### src/rtl/xge_pkt_pkg.sv
// xge_pkt_pkg: shared types and byte-level helpers for the xge_mac packet generator and RX checker.
// Contents: FSM state enum, word/length/index widths, payload byte function, frame length clamp.
// No logic of its own; pure typedefs, localparams and functions.
package xge_pkt_pkg;

    typedef enum logic [1:0] {
        ST_IDLE = 2'd0,
        ST_SEND = 2'd1,
        ST_GAP  = 2'd2,
        ST_FIN  = 2'd3
    } tx_state_t;

    localparam int WORD_BYTES = 8;
    localparam int LEN_W      = 14;  // frame length in bytes
    localparam int IDX_W      = 11;  // word index within a frame

    // Payload byte n of a frame; only the low 8 bits of n matter (8-bit modulo).
    function automatic logic [7:0] byte_lane(input logic [7:0] seed, input logic [7:0] n);
        return seed + n;
    endfunction

    function automatic logic [LEN_W-1:0] clamp_len(input logic [LEN_W-1:0] len,
                                                   input logic [LEN_W-1:0] lo,
                                                   input logic [LEN_W-1:0] hi);
        if (len < lo) begin
            return lo;
        end
        if (len > hi) begin
            return hi;
        end
        return len;
    endfunction

endpackage

### src/rtl/pkt_word_build.sv
// pkt_word_build: assembles one 64-bit frame word from the seed, word index and frame length.
// Ports: seed_i, word_idx_i, len_i in; word_o out (byte k in [8k+7:8k], zero past len_i).
// Purely combinational, no latency and no flow control.
module pkt_word_build
    import xge_pkt_pkg::*;
(
    input  logic [7:0]       seed_i,
    input  logic [IDX_W-1:0] word_idx_i,
    input  logic [LEN_W-1:0] len_i,
    output logic [63:0]      word_o
);

    always_comb begin
        word_o = '0;
        for (int k = 0; k < WORD_BYTES; k++) begin
            // {word_idx, k} is the absolute byte offset n = 8*idx + k.
            if ({word_idx_i, 3'(k)} < len_i) begin
                word_o[8*k +: 8] = byte_lane(seed_i, {word_idx_i[4:0], 3'(k)});
            end
        end
    end

endmodule

### src/rtl/pkt_tx_gen.sv
// pkt_tx_gen: programmable burst frame generator driving the xge_mac pkt_tx_* interface.
// Ports: start + cfg_len/cfg_count/cfg_seed, pkt_tx_full in; pkt_tx_data/val/sop/eop/mod, busy, done, frames_sent out.
// First sop visible 2 cycles after start; pkt_tx_full stalls the word stream with 1 cycle reaction latency.
module pkt_tx_gen
    import xge_pkt_pkg::*;
#(
    parameter int MIN_LEN    = 64,
    parameter int MAX_LEN    = 9600,
    parameter int IPG_CYCLES = 2
) (
    input  logic             clk_156m25,
    input  logic             reset_156m25,
    input  logic             start,
    input  logic [LEN_W-1:0] cfg_len,
    input  logic [15:0]      cfg_count,
    input  logic [7:0]       cfg_seed,
    input  logic             pkt_tx_full,
    output logic [63:0]      pkt_tx_data,
    output logic             pkt_tx_val,
    output logic             pkt_tx_sop,
    output logic             pkt_tx_eop,
    output logic [2:0]       pkt_tx_mod,
    output logic             busy,
    output logic             done,
    output logic [31:0]      frames_sent
);

    localparam int GAP_W = 8;
    // The gap counter is loaded on the eop edge, so it counts IPG_CYCLES-1 down to 0.
    localparam logic [GAP_W-1:0] GAP_LOAD = (IPG_CYCLES > 0) ? GAP_W'(IPG_CYCLES - 1) : GAP_W'(0);

    tx_state_t        state_q, state_d;
    logic [LEN_W-1:0] len_q, len_d;
    logic [15:0]      cnt_q, cnt_d;
    logic [7:0]       seed_q, seed_d;
    logic [IDX_W-1:0] idx_q, idx_d;
    logic [GAP_W-1:0] gap_q, gap_d;
    logic [63:0]      data_q, data_d;
    logic             val_q, val_d;
    logic             sop_q, sop_d;
    logic             eop_q, eop_d;
    logic [2:0]       tx_mod_q, tx_mod_d;
    logic             busy_q, busy_d;
    logic             done_q, done_d;
    logic [31:0]      frames_q, frames_d;

    logic [IDX_W-1:0] last_idx;
    logic             word_go;
    logic             last_word;
    logic [63:0]      word;

    assign last_idx  = IDX_W'((len_q + LEN_W'(7)) >> 3) - IDX_W'(1);
    assign word_go   = (state_q == ST_SEND) && !pkt_tx_full;
    assign last_word = (idx_q == last_idx);

    pkt_word_build u_word_build (
        .seed_i     (seed_q),
        .word_idx_i (idx_q),
        .len_i      (len_q),
        .word_o     (word)
    );

    always_ff @(posedge clk_156m25 or posedge reset_156m25) begin
        if (reset_156m25) begin
            state_q  <= ST_IDLE;
            len_q    <= '0;
            cnt_q    <= '0;
            seed_q   <= '0;
            idx_q    <= '0;
            gap_q    <= '0;
            data_q   <= '0;
            val_q    <= 1'b0;
            sop_q    <= 1'b0;
            eop_q    <= 1'b0;
            tx_mod_q <= '0;
            busy_q   <= 1'b0;
            done_q   <= 1'b0;
            frames_q <= '0;
        end else begin
            state_q  <= state_d;
            len_q    <= len_d;
            cnt_q    <= cnt_d;
            seed_q   <= seed_d;
            idx_q    <= idx_d;
            gap_q    <= gap_d;
            data_q   <= data_d;
            val_q    <= val_d;
            sop_q    <= sop_d;
            eop_q    <= eop_d;
            tx_mod_q <= tx_mod_d;
            busy_q   <= busy_d;
            done_q   <= done_d;
            frames_q <= frames_d;
        end
    end

    always_comb begin
        state_d = state_q;
        case (state_q)
            ST_IDLE: begin
                if (start) begin
                    state_d = (cfg_count == 16'd0) ? ST_FIN : ST_SEND;
                end
            end
            ST_SEND: begin
                if (word_go && last_word) begin
                    if (cnt_q == 16'd1) begin
                        state_d = ST_FIN;
                    end else if (IPG_CYCLES == 0) begin
                        state_d = ST_SEND;
                    end else begin
                        state_d = ST_GAP;
                    end
                end
            end
            ST_GAP: begin
                if (gap_q == '0) begin
                    state_d = ST_SEND;
                end
            end
            ST_FIN:  state_d = ST_IDLE;
            default: state_d = ST_IDLE;
        endcase
    end

    always_comb begin
        len_d    = len_q;
        cnt_d    = cnt_q;
        seed_d   = seed_q;
        idx_d    = idx_q;
        gap_d    = gap_q;
        data_d   = data_q;  // data holds through stalls and idle
        val_d    = 1'b0;
        sop_d    = 1'b0;
        eop_d    = 1'b0;
        tx_mod_d = '0;
        busy_d   = busy_q;
        done_d   = 1'b0;
        frames_d = frames_q;
        case (state_q)
            ST_IDLE: begin
                if (start) begin
                    len_d  = clamp_len(cfg_len, LEN_W'(MIN_LEN), LEN_W'(MAX_LEN));
                    cnt_d  = cfg_count;
                    seed_d = cfg_seed;
                    idx_d  = '0;
                    busy_d = (cfg_count != 16'd0);
                end
            end
            ST_SEND: begin
                if (word_go) begin
                    data_d = word;
                    val_d  = 1'b1;
                    sop_d  = (idx_q == '0);
                    if (last_word) begin
                        eop_d    = 1'b1;
                        tx_mod_d = len_q[2:0];
                        idx_d    = '0;
                        cnt_d    = cnt_q - 16'd1;
                        frames_d = frames_q + 32'd1;
                        gap_d    = GAP_LOAD;
                    end else begin
                        idx_d = idx_q + IDX_W'(1);
                    end
                end
            end
            ST_GAP: begin
                if (gap_q != '0) begin
                    gap_d = gap_q - GAP_W'(1);
                end
            end
            ST_FIN: begin
                done_d = 1'b1;
                busy_d = 1'b0;
            end
            default: ;
        endcase
    end

    assign pkt_tx_data = data_q;
    assign pkt_tx_val  = val_q;
    assign pkt_tx_sop  = sop_q;
    assign pkt_tx_eop  = eop_q;
    assign pkt_tx_mod  = tx_mod_q;
    assign busy        = busy_q;
    assign done        = done_q;
    assign frames_sent = frames_q;

endmodule

### config.mk
export PLATFORM = sky130hd
export DESIGN_NAME = pkt_tx_gen
export DESIGN_NICKNAME = d
export VERILOG_FILES = /design/src/rtl/xge_pkt_pkg.sv /design/src/rtl/pkt_word_build.sv /design/src/rtl/pkt_tx_gen.sv
export SDC_FILE = /design/constraint.sdc
export NUM_CORES = 1
export LEC_CHECK = 0
export ABC_AREA = 1
export BUFFER_PORTS_ARGS = -buffer_cell sky130_fd_sc_hd__buf_2
export CAP_MARGIN = 20
export CORE_MARGIN = 8
export CORE_UTILIZATION = 55
export CTS_CLUSTER_DIAMETER = 200
export DETAILED_ROUTE_END_ITERATION = 16
export PLACE_DENSITY = 0.76
export SLEW_MARGIN = 10
export SYNTH_ARGS = -nofsm -noshare
export SYNTH_HDL_FRONTEND = slang
export SYNTH_SLANG_ARGS = --single-unit
export TNS_END_PERCENT = 50
### constraint.sdc
create_clock -name clk_156m25 -period 7.75 [get_ports clk_156m25]
set_input_delay 0.3875 -clock clk_156m25 [delete_from_list [all_inputs] [get_ports clk_156m25]]
set_output_delay 0.3875 -clock clk_156m25 [all_outputs]
set_load 0.01 [all_outputs]
* Word-level counts from Yosys, hierarchy flattened
Index checks and enable logic that the tools add are counted.
** Storage, ports and cells
- Register bits after elaboration :: 163
- Input bits :: 42
- Output and inout port bits :: 104
- Logic and storage cells :: 119
** Cells by class
- $add $sub $neg :: 14
- $lt $le $gt $ge :: 10
- Equal/unequal tests :: 11
- Muxes and demuxes :: 50
- Reduce and logical (&&, ||, !) cells :: 20
** Operators with widths (number)
- $lt A14 B14 Y1 :: 8
- $mux W8 :: 11
- $add A8 B8 Y8 :: 8
- $mux W14 :: 4
- $mux W16 :: 3
- $mux W11 :: 3
- $add A32 B1 Y32 const B :: 1
- $pmux W16 S2 :: 1
- $pmux W11 S2 :: 1
- $mux W1 :: 17
- $eq A16 B1 Y1 const B :: 1
- $logic_not A16 Y1 :: 1
- $pmux W8 S2 :: 1
- $reduce_bool A16 Y1 :: 1
- $sub A16 B1 Y16 const B :: 1
- $add A14 B3 Y14 const B :: 1
- $gt A14 B14 Y1 const B :: 1
- $lt A14 B7 Y1 const B :: 1
- $add A11 B1 Y11 const B :: 1
- $eq A11 B11 Y1 :: 1
- $logic_not A11 Y1 :: 1
- $sub A11 B1 Y11 const B :: 1
- $ne A2 B2 Y1 const B :: 5
- $mux W3 :: 3
- 16 further kinds :: 28

* Logic depth before layout (Yosys ltp)
Gate-level depths: netlist (run 1).
- Depth after elaboration :: 9
- Gate-level depth with buffers :: 21
- Depth with buffers taken out :: 20

* Hierarchy
A second synthesis (run 1) with hierarchy kept.
** Unflattened totals
- Cells, all modules :: 1529
- Area total of the unflattened synthesis :: 10497.6 µm²
** Modules (own cells, without submodules)
- pkt_tx_gen :: instances 1, cells an instance 1194, area an instance 8712.1 µm², seq. area each 4078.9 µm²
- pkt_word_build :: instances 1, cells an instance 335, area an instance 1785.5 µm², seq. area each 0.0 µm²

* Worst setup path after synthesis (run 1)
No wires, ideal clock.
- Path type :: register to register
- Start point :: register len_q[0]
- End point :: register cnt_q[3]
- Setup time :: 0.117 ns
- Data arrival time :: 2.286 ns
- Data required time :: 7.633 ns
- Slack :: 5.347 ns
- Cell stages (with the launch flop) :: 20
- Path buffers :: 1
- Period minus slack after synthesis :: 2.403 ns
- Path through :: dfrtp_1 nor2_4 nand2_2 nand2_2 nand2_1 ha_1 xor2_1 nand3b_1 nand2_1 nor2_1 nand3_1 nor2_1 nand2_1 nor2_2 nand2_2 nand2_4 nand2_4 buf_4 nand2_1 nand2_1
** On the way
- Longest elaborated chain between the ends :: 5
** Ends and longest elaborated chain
- from (decl) :: line pkt_tx_gen.sv:33 : logic [LEN_W-1:0] len_q, len_d;
- from (signal assigned) :: line pkt_tx_gen.sv:81 : len_q <= len_d;
- $add A14 B3 Y14 :: line pkt_tx_gen.sv:52 : assign last_idx = IDX_W'((len_q + LEN_W'(7)) >> 3) - IDX_W'(1);
- $sub A11 B1 Y11 :: line pkt_tx_gen.sv:52
- $eq A11 B11 Y1 :: line pkt_tx_gen.sv:54 : assign last_word = (idx_q == last_idx);
- $ne A2 B2 Y1 (no line)
- $reduce_and A4 Y1 (no line)
- to (signal assigned) :: line pkt_tx_gen.sv:82 : cnt_q <= cnt_d;
- to (decl) :: line pkt_tx_gen.sv:34 : logic [15:0] cnt_q, cnt_d;
No other way between the ends.
A chain may end at the register's enable or synchronous reset.

* Worst setup path after layout (run 1)
- Start point :: register state_q[0]
- End point :: register idx_q[9]
** On the way
- Longest elaborated chain between the ends :: 4
- Elaborated cells on any way between the ends :: 8
- Classes of those cells :: 3 x eq/ne; 1 x mux; 4 x reduce/logical
** Ends and longest elaborated chain
- from (decl) :: line pkt_tx_gen.sv:32 : tx_state_t state_q, state_d;
- from (signal assigned) :: line pkt_tx_gen.sv:80 : state_q <= state_d;
- $eq A2 B1 Y1 :: line pkt_tx_gen.sv:53, pkt_tx_gen.sv:140
- $logic_and A1 B1 Y1 :: line pkt_tx_gen.sv:53 : assign word_go = (state_q == ST_SEND) && !pkt_tx_full;
- $ne A2 B2 Y1 (no line)
- $reduce_and A3 Y1 (no line)
- to (signal assigned) :: line pkt_tx_gen.sv:84 : idx_q <= idx_d;
- to (decl) :: line pkt_tx_gen.sv:36 : logic [IDX_W-1:0] idx_q, idx_d;
Several ways; a longest one is shown, not always the timed one.

==> metrics.md, run 1 <==
| Metric | Value |
|---|---|
| Clk pin slew, worst setup/hold paths | 0.07 ns |
| Main combinational cell family by area after synthesis | simple AND/OR/NAND/NOR gates |
| Main synth FF type | dfrtp_1 |
| Area of the multi-input gates | 0.00513 mm^2 |
| Post-synthesis instance area | 0.00984 mm^2 |
| Leakage | 5.82 nW |
| Post-Synth XOR/XNOR Area | 5.52% |
| Post_cts resized | 0 |
| Setup Skew | 0.0112 ns |
| DR DRC count | 0 |
| WP data arrival | 4.59 ns |
| Die width | 150 um |
| CP Depth | 14 |
| WL final | 27.6 mm |
| Tot Pwr | 4.55 mW |
| IO buf count | 145 |
| Layout Area Growth over Synthesis | 15.4% |
| Sequential area share after synthesis | 41.4% |
| Vias per Instance | 5.52 |
| CP Launch Point | state_q[0]$_DFFE_PP0P_ |
| Initial antenna violation count | 0 |
| Post-route worst setup slack | 3.43 ns |
| N_diodes | 0 |
| Wire per inst | 16.3 um |
| GPL Wtd Cong | 0.945 |
| Critical path class | reg -> reg |
| Synth top area cells | dfrtp_1 41%, nand2_1 15%, o21ai_0 5.8% |
| Most common cell after layout, fill and taps aside | nand2_1 |
| Crit. End Element | flip-flop |
| Max Transition Viols Final | 0 |
| First DRT Iteration DRCs | 685 |
| Post-synthesis mux area share | 0% |
| CTS tree | done |
| Core area | 0.0178 mm^2 |
| Yosys cell types | 40 |
| Syn Inst Count | 1318 |
| Row cnt | 49 |
| Worst-margin pin slew | 0.960 ns |
| Final ANT Viol Nets | 0 |
| CTS hold repair buffers | 0 |
| Final period utilization | 55.7% |
| Initial Util | 55.4% |
| Leading cell types in the layout, fill and taps excluded | 389 x nand2_1, 163 x dfrtp_1, 145 x buf_2, 124 x nor2_1, 116 x inv_1 |
| Worst path buffer plus inverter count | 4 |
| Die Ht | 150 um |
| Async S/R FF share, synth | 100% |
| Status | complete, no violations |
| Final hold violations | 0 |
| Post-Syn Nets | 1395 |
| Reg-to-Reg Start | state_q[0]$_DFFE_PP0P_ |
| Post-CTS Setup Inserts | 0 |
| Pre-CTS setup slack | 3.51 ns |
| CP max FO | 29 |
| Yosys reg bits | 163 |
| Register area | 0.00408 mm^2 |
| Share of layout cells above drive strength 1 | 14.6% |
| Peak VDD IR | 227 uV |
| Critical Path Sink | idx_q[9]$_DFFE_PP0P_ |
| Required time worst endpoint | 8.03 ns |
| Synth area leader | dfrtp_1 |
| RSZ-0062 raised after global routing | no |
| Post-Synth Simple-Gate Area | 30.4% |
| CP cell instances | inv_1, nor2_2, inv_1, nor2_2, buf_4, nor2_1, inv_1, nand4_1, nor2_1, nand3_1, nor2_1, nand3_1, xor2_1, a21oi_1 |
| Setup TNS | 0 ns |
| Internal reg-to-reg setup slack | 3.43 ns |
| Power per cell area | 401 mW/mm^2 |
| FMAX | 232 MHz |
| Synth Area in Compound Gates | 11.7% |
| Global-route wire length before repair | 45.4 mm |
| CP top delay family | simple AND/OR/NAND/NOR gates |
| I/O pin cnt | 146 |
| YS warnings | 0 |
| Clock sink count | 163 |
| Top cell type's share of synthesized area | 41.4% |
| Via count | 9333 |
| CP max stage cell | inv_1 |
| Relative slew slack | 35.9% |
| GRT Util Overall | 25.0% |
| Nets | 1527 |
| Htree depth | 4 |
| Number of global-route vias before repair | 9080 |
| Clk buf depth | 2 |
| Drt first pass iters | 7 |
| Syn Area/Cell | 7.47 um^2 |
| Die area | 0.0224 mm^2 |
| Pin count of the biggest net entering global routing | 92 |
| Hold WC Path Type | in -> async |
| Post-synthesis adder-cell area fraction | 4.60% |
| Slowest stage delay, CP | 0.77 ns |
| Worst R2R End | idx_q[9]$_DFFE_PP0P_ |
| GRT overflow | 0 |
| Minimum clock period | 4.32 ns |
| Post-synth EDFFs | 0 |
| HPWL after DPL | 20.2 mm |
| Number of fill cells in the layout | 1576 |
| CTS Root Cell | clkbuf_16 |
| Final Util | 63.9% |
| R2R cell count | 14 |
| Type of origin of the critical path | flip-flop |
| Final setup vio count | 0 |
| Clk Latency, worst-skew pair | 0.43 ns |
| Max Cap Viol | 0 |
| Total CTS buffers | 17 |
[synth_stat cells, drive strengths merged, types with 16 or more instances]
library cell  instances
nand4                21
dfrtp               163
inv                 119
o21ai               115
clkbuf               25
nor2                136
nand2               398
nand3               102
a21oi                43
ha                   33
nor4                 16
nor3                 19
xor2                 52
[layer usage]
metal  wire (um)  part of all wire [%]  vias to the layer above  track usage [%]
li1            -                     -                     4598                -
met1       12200                    44                     4405             32.5
met2       13200                    48                      283             41.5
met3        1470                   5.3                       47             3.93
met4         720                   2.6                        0             9.50
met5           0                     0                        -                0
[kinds of logic (layout without fill, tap and decap cells)]
family | after synthesis | count (layout)
compound gates | 203 | 203
flops | 163 | 163
fa+ha+maj | 35 | 35
simple gates | 700 | 700
buf+inv | 155 | 300
xor+xnor | 62 | 62
[registers in the layout, summed over array words and instances, names as in the netlist]
| register | count |
|---|---|
| pkt_tx_val | 1 |
| seed_q | 8 |
| busy | 1 |
| pkt_tx_mod | 3 |
| pkt_tx_sop | 1 |
| gap_q | 8 |
| done | 1 |
| frames_sent | 32 |
| len_q | 14 |
| cnt_q | 16 |
| pkt_tx_eop | 1 |
| pkt_tx_data | 64 |
| state_q | 2 |
| idx_q | 11 |
[metrics by stage]
stage,instance area [um^2],std cells,hold slack (ns)
global placement,10700,1660,0.461
CTS,11400,1692,0.144
finish,11400,1692,0.109
detailed placement,10700,1660,0.464
global route,11400,1692,0.159
floorplan,9840,1318,0.455
[how the worst min path moves through the flow]
stage	slack [ns]	cells past startpoint	endpoint	startpoint
floorplan	0.46	2	seed_q[5]$_DFFE_PP0P_	seed_q[5]$_DFFE_PP0P_
global placement	0.46	2	pkt_tx_data[10]$_DFFE_PP0P_	pkt_tx_data[10]$_DFFE_PP0P_
detailed placement	0.46	2	pkt_tx_data[10]$_DFFE_PP0P_	pkt_tx_data[10]$_DFFE_PP0P_
CTS	0.14	2	cnt_q[8]$_DFFE_PP0P_	reset_156m25
global route	0.16	3	seed_q[4]$_DFFE_PP0P_	cfg_seed[4]
finish	0.11	2	frames_sent[0]$_DFFE_PP0P_	reset_156m25
[final cells by class]
class | instances | share of cell area (%)
well taps | 229 | 2.52
repair buffers | 149 | 6.65
clock buffers | 18 | 3.78
clock inverters | 14 | 1.99
flip-flops and latches | 163 | 35.9
inverters | 119 | 3.98
multi-input cells | 1000 | 45.2
[where the power goes]
group / internal, mW / total, mW / switching, mW
Combinational: 0.748 / 2.15 / 1.40
Sequential: 1.16 / 1.46 / 0.300
Clock: 0.578 / 0.944 / 0.366
Total: 2.49 / 4.55 / 2.06
Note: power is estimated with default switching activity, not from simulation.
==> inputs of run 2 (changes only) <==
- ABC_AREA: 1 -> 0
- PLACE_DENSITY: 0.76 -> 0.77
- clock period: 7.75 -> 4.4 ns (I/O delays scaled with it)
==> run 2 against run 1 <==
The run now ends with hold timing left. Clock power increased by 51%. First-iteration DRC count fell by 19%. Sequential cell count unchanged. Clock skew decreased by 0.00054 ns. Final cell count decreased by 25%. Power rose by 21%. Largest cell class unchanged. Via count down 21%. Sequential power is 49% higher. Register-to-register slack got worse by 2.9 ns. Highest routed layer is now met5. Clock-buffer cell count up 4. Maximum frequency up 12%. Cell area fell by 10%.
==> metrics.md, run 2 <==
| Metric | Value |
|---|---|
| Die width | 142 um |
| FMAX | 259 MHz |
| Async S/R FF share, synth | 100% |
| Setup TNS | 0 ns |
| Core area | 0.0157 mm^2 |
| Post-Syn Nets | 980 |
| Yosys reg bits | 163 |
| Peak VDD IR | 325 uV |
| Row cnt | 46 |
| Sequential area share after synthesis | 46.6% |
| Syn Area/Cell | 9.69 um^2 |
| WP data arrival | 4.18 ns |
| YS warnings | 0 |
| I/O pin cnt | 146 |
| Violated checks | hold timing |
| Final hold violations | 27 |
| Status | complete, but fails checks |
| Via count | 7382 |
| First DRT Iteration DRCs | 553 |
| Post_cts resized | 0 |
| Grt met3 use | 5.64% |
| Type of origin of the critical path | flip-flop |
| Synth top area cells | dfrtp_1 47%, xnor2_1 5.8%, nand2_1 4.9% |
| Initial Util | 55.7% |
| Most frequent cells after synthesis | 163 x dfrtp_1, 115 x nand2_1, 58 x xnor2_1, 54 x o21ai_0, 48 x nor2_1 |
| Clk pin slew, worst setup/hold paths | 0.06 ns |
| Share of layout cells above drive strength 1 | 18.9% |
| Initial antenna violation count | 1 |
| CTS tree | done |
| Routing usage on met2 | 36.6% |
| CTS Root Cell | clkbuf_16 |
| Most used routing layer | met2 |
| GRT Util Overall | 23.2% |
| Wire per inst | 18.2 um |
| Drt first pass iters | 8 |
| Clk Latency, worst-skew pair | 0.43 ns |
| Syn Inst Count | 903 |
| HPWL after DPL | 16.3 mm |
| Post-synth EDFFs | 0 |
| Yosys cell types | 63 |
| Post-synthesis instance area | 0.00875 mm^2 |
| Power per cell area | 539 mW/mm^2 |
| Die Ht | 142 um |
| Number of global-route vias before repair | 7426 |
| Layout Area Growth over Synthesis | 16.8% |
| Htree depth | 4 |
| RSZ-0062 raised after global routing | no |
| Most common cell after layout, fill and taps aside | dfrtp_1 |
| Largest register FFs | 64 |
| Clk buf depth | 2 |
| Required time worst endpoint | 4.72 ns |
| Setup Skew | 0.0107 ns |
| GPL Wtd Cong | 0.885 |
| Final setup vio count | 0 |
| Main synth FF type | dfrtp_1 |
| CP max FO | 11 |
| Vias per Instance | 5.85 |
| Final instance area | 0.0102 mm^2 |
| Met1 GRT Util | 30.4% |
| Hold Slack | -0.0330 ns |
| Hold WC Path Type | in -> async |
| Max Transition Viols Final | 0 |
| Nets | 1110 |
| Pin count of the biggest net entering global routing | 164 |
| WL final | 23.0 mm |
| GRT overflow | 0 |
| DR DRC count | 0 |
| Most frequent cell after synthesis | dfrtp_1 |
| Relative slew slack | 35.3% |
| Minimum clock period | 3.86 ns |
| DP Area | 0.00964 mm^2 |
| Final ANT Viol Nets | 0 |
| Leakage | 4.91 nW |
| Clock sink count | 163 |
| Leading cell types in the layout, fill and taps excluded | 163 x dfrtp_1, 145 x buf_2, 115 x nand2_1, 58 x xnor2_1, 54 x o21ai_0 |
| Final period utilization | 87.6% |
| IO buf count | 145 |
| Max Cap Viol | 0 |
| Crit. End Element | flip-flop |
| Worst-margin pin slew | 0.971 ns |
| Top cell type's share of synthesized area | 46.6% |
| Critical path class | reg -> reg |
| N_diodes | 0 |
| Total CTS buffers | 17 |
| Synth area leader | dfrtp_1 |
| Global-route wire length before repair | 37.6 mm |
| Die area | 0.0202 mm^2 |
[run 2: cell types whose count changed in the layout (fill, tap and decap cells not counted), moves of 23 or more]
cell,delta
nand2_1,-274
o21ai_0,-60
nor2_1,-77
a22o_1,+23
inv_1,-85
nand3_1,-73
xnor2_1,+48
[run 2: where the power goes]
part           switching [mW]  leakage, nW  internal, mW  total, mW
clock network           0.586        0.270         0.846       1.43
registers               0.341         2.02          1.83       2.17
logic                    1.07         2.63         0.832       1.90
[run 2: worst max-delay path, stage by stage (launching register included)]
cell,delay (ns)
dfrtp_1,0.51
o31ai_1,0.59
nand2_1,0.18
ha_1,0.34
and3b_1,0.28
nor4b_1,0.23
a41oi_1,0.09
xnor2_1,0.27
nand4_2,0.13
buf_4,0.21
o21ai_1,0.55
nor2_1,0.15
a211oi_1,0.23
[run 2: final timing paths]
check                                             from                           to  slack [ns]  depth (start not counted)
setup / recovery                  len_q[0]$_DFFE_PP0P_         cnt_q[1]$_DFFE_PP0P_        0.54                         12
hold / removal                            reset_156m25         gap_q[3]$_DFFE_PP0P_       -0.03                          3
setup reg to reg                  len_q[0]$_DFFE_PP0P_         cnt_q[1]$_DFFE_PP0P_        0.54                         12
hold reg to reg            pkt_tx_data[32]$_DFFE_PP0P_  pkt_tx_data[32]$_DFFE_PP0P_        0.47                          2
max in group asynchronous                 reset_156m25  frames_sent[13]$_DFFE_PP0P_        3.65                          3
min in group clk_156m25                    cfg_seed[7]        seed_q[7]$_DFFE_PP0P_        0.02                          3
[run 2: cells by family after synthesis]
group	Yosys count	synth area share (%)
compound gates	201	15.7
xor+xnor	99	9.91
fa+ha+maj	35	5.18
buf+inv	77	3.65
flops	163	46.6
mux	2	0.243
simple gates	326	18.7
[run 2: metrics by stage]
step / setup slack, ns / hold slack, ns / instances / power [mW] / util (%)
after floorplan: 1.06 / 0.325 / 903 / 3.43 / -
after global placement: 0.750 / 0.412 / 1228 / 4.02 / 61.4
after detailed placement: 0.646 / 0.417 / 1228 / 4.08 / 61.4
after CTS: 0.601 / 0.00366 / 1261 / 5.52 / 65.1
after global routing: 0.153 / 0.0137 / 1261 / 5.83 / 65.1
final: 0.544 / -0.0330 / 1261 / 5.51 / 65.1
[run 2: routing by layer]
| metal | vias up | wire [um] |
|---|---|---|
| li1 | 3468 | - |
| met3 | 39 | 1710 |
| met5 | - | 14 |
| met1 | 3589 | 10100 |
| met4 | 2 | 498 |
| met2 | 284 | 10700 |
[run 2: final cells by class]
type	count	area [um^2]
multi-input combinational	663	4360
clock buffer	22	454
timing repair buffer	156	826
inverter	32	124
clock inverter	9	108
tap	216	270
fill	1281	5490
sequential	163	4080
[run 2: repair_timing]
action	CTS	global route
setup buffers	0	0
endpoints found under the hold margin	2	0
hold buffers	2	0
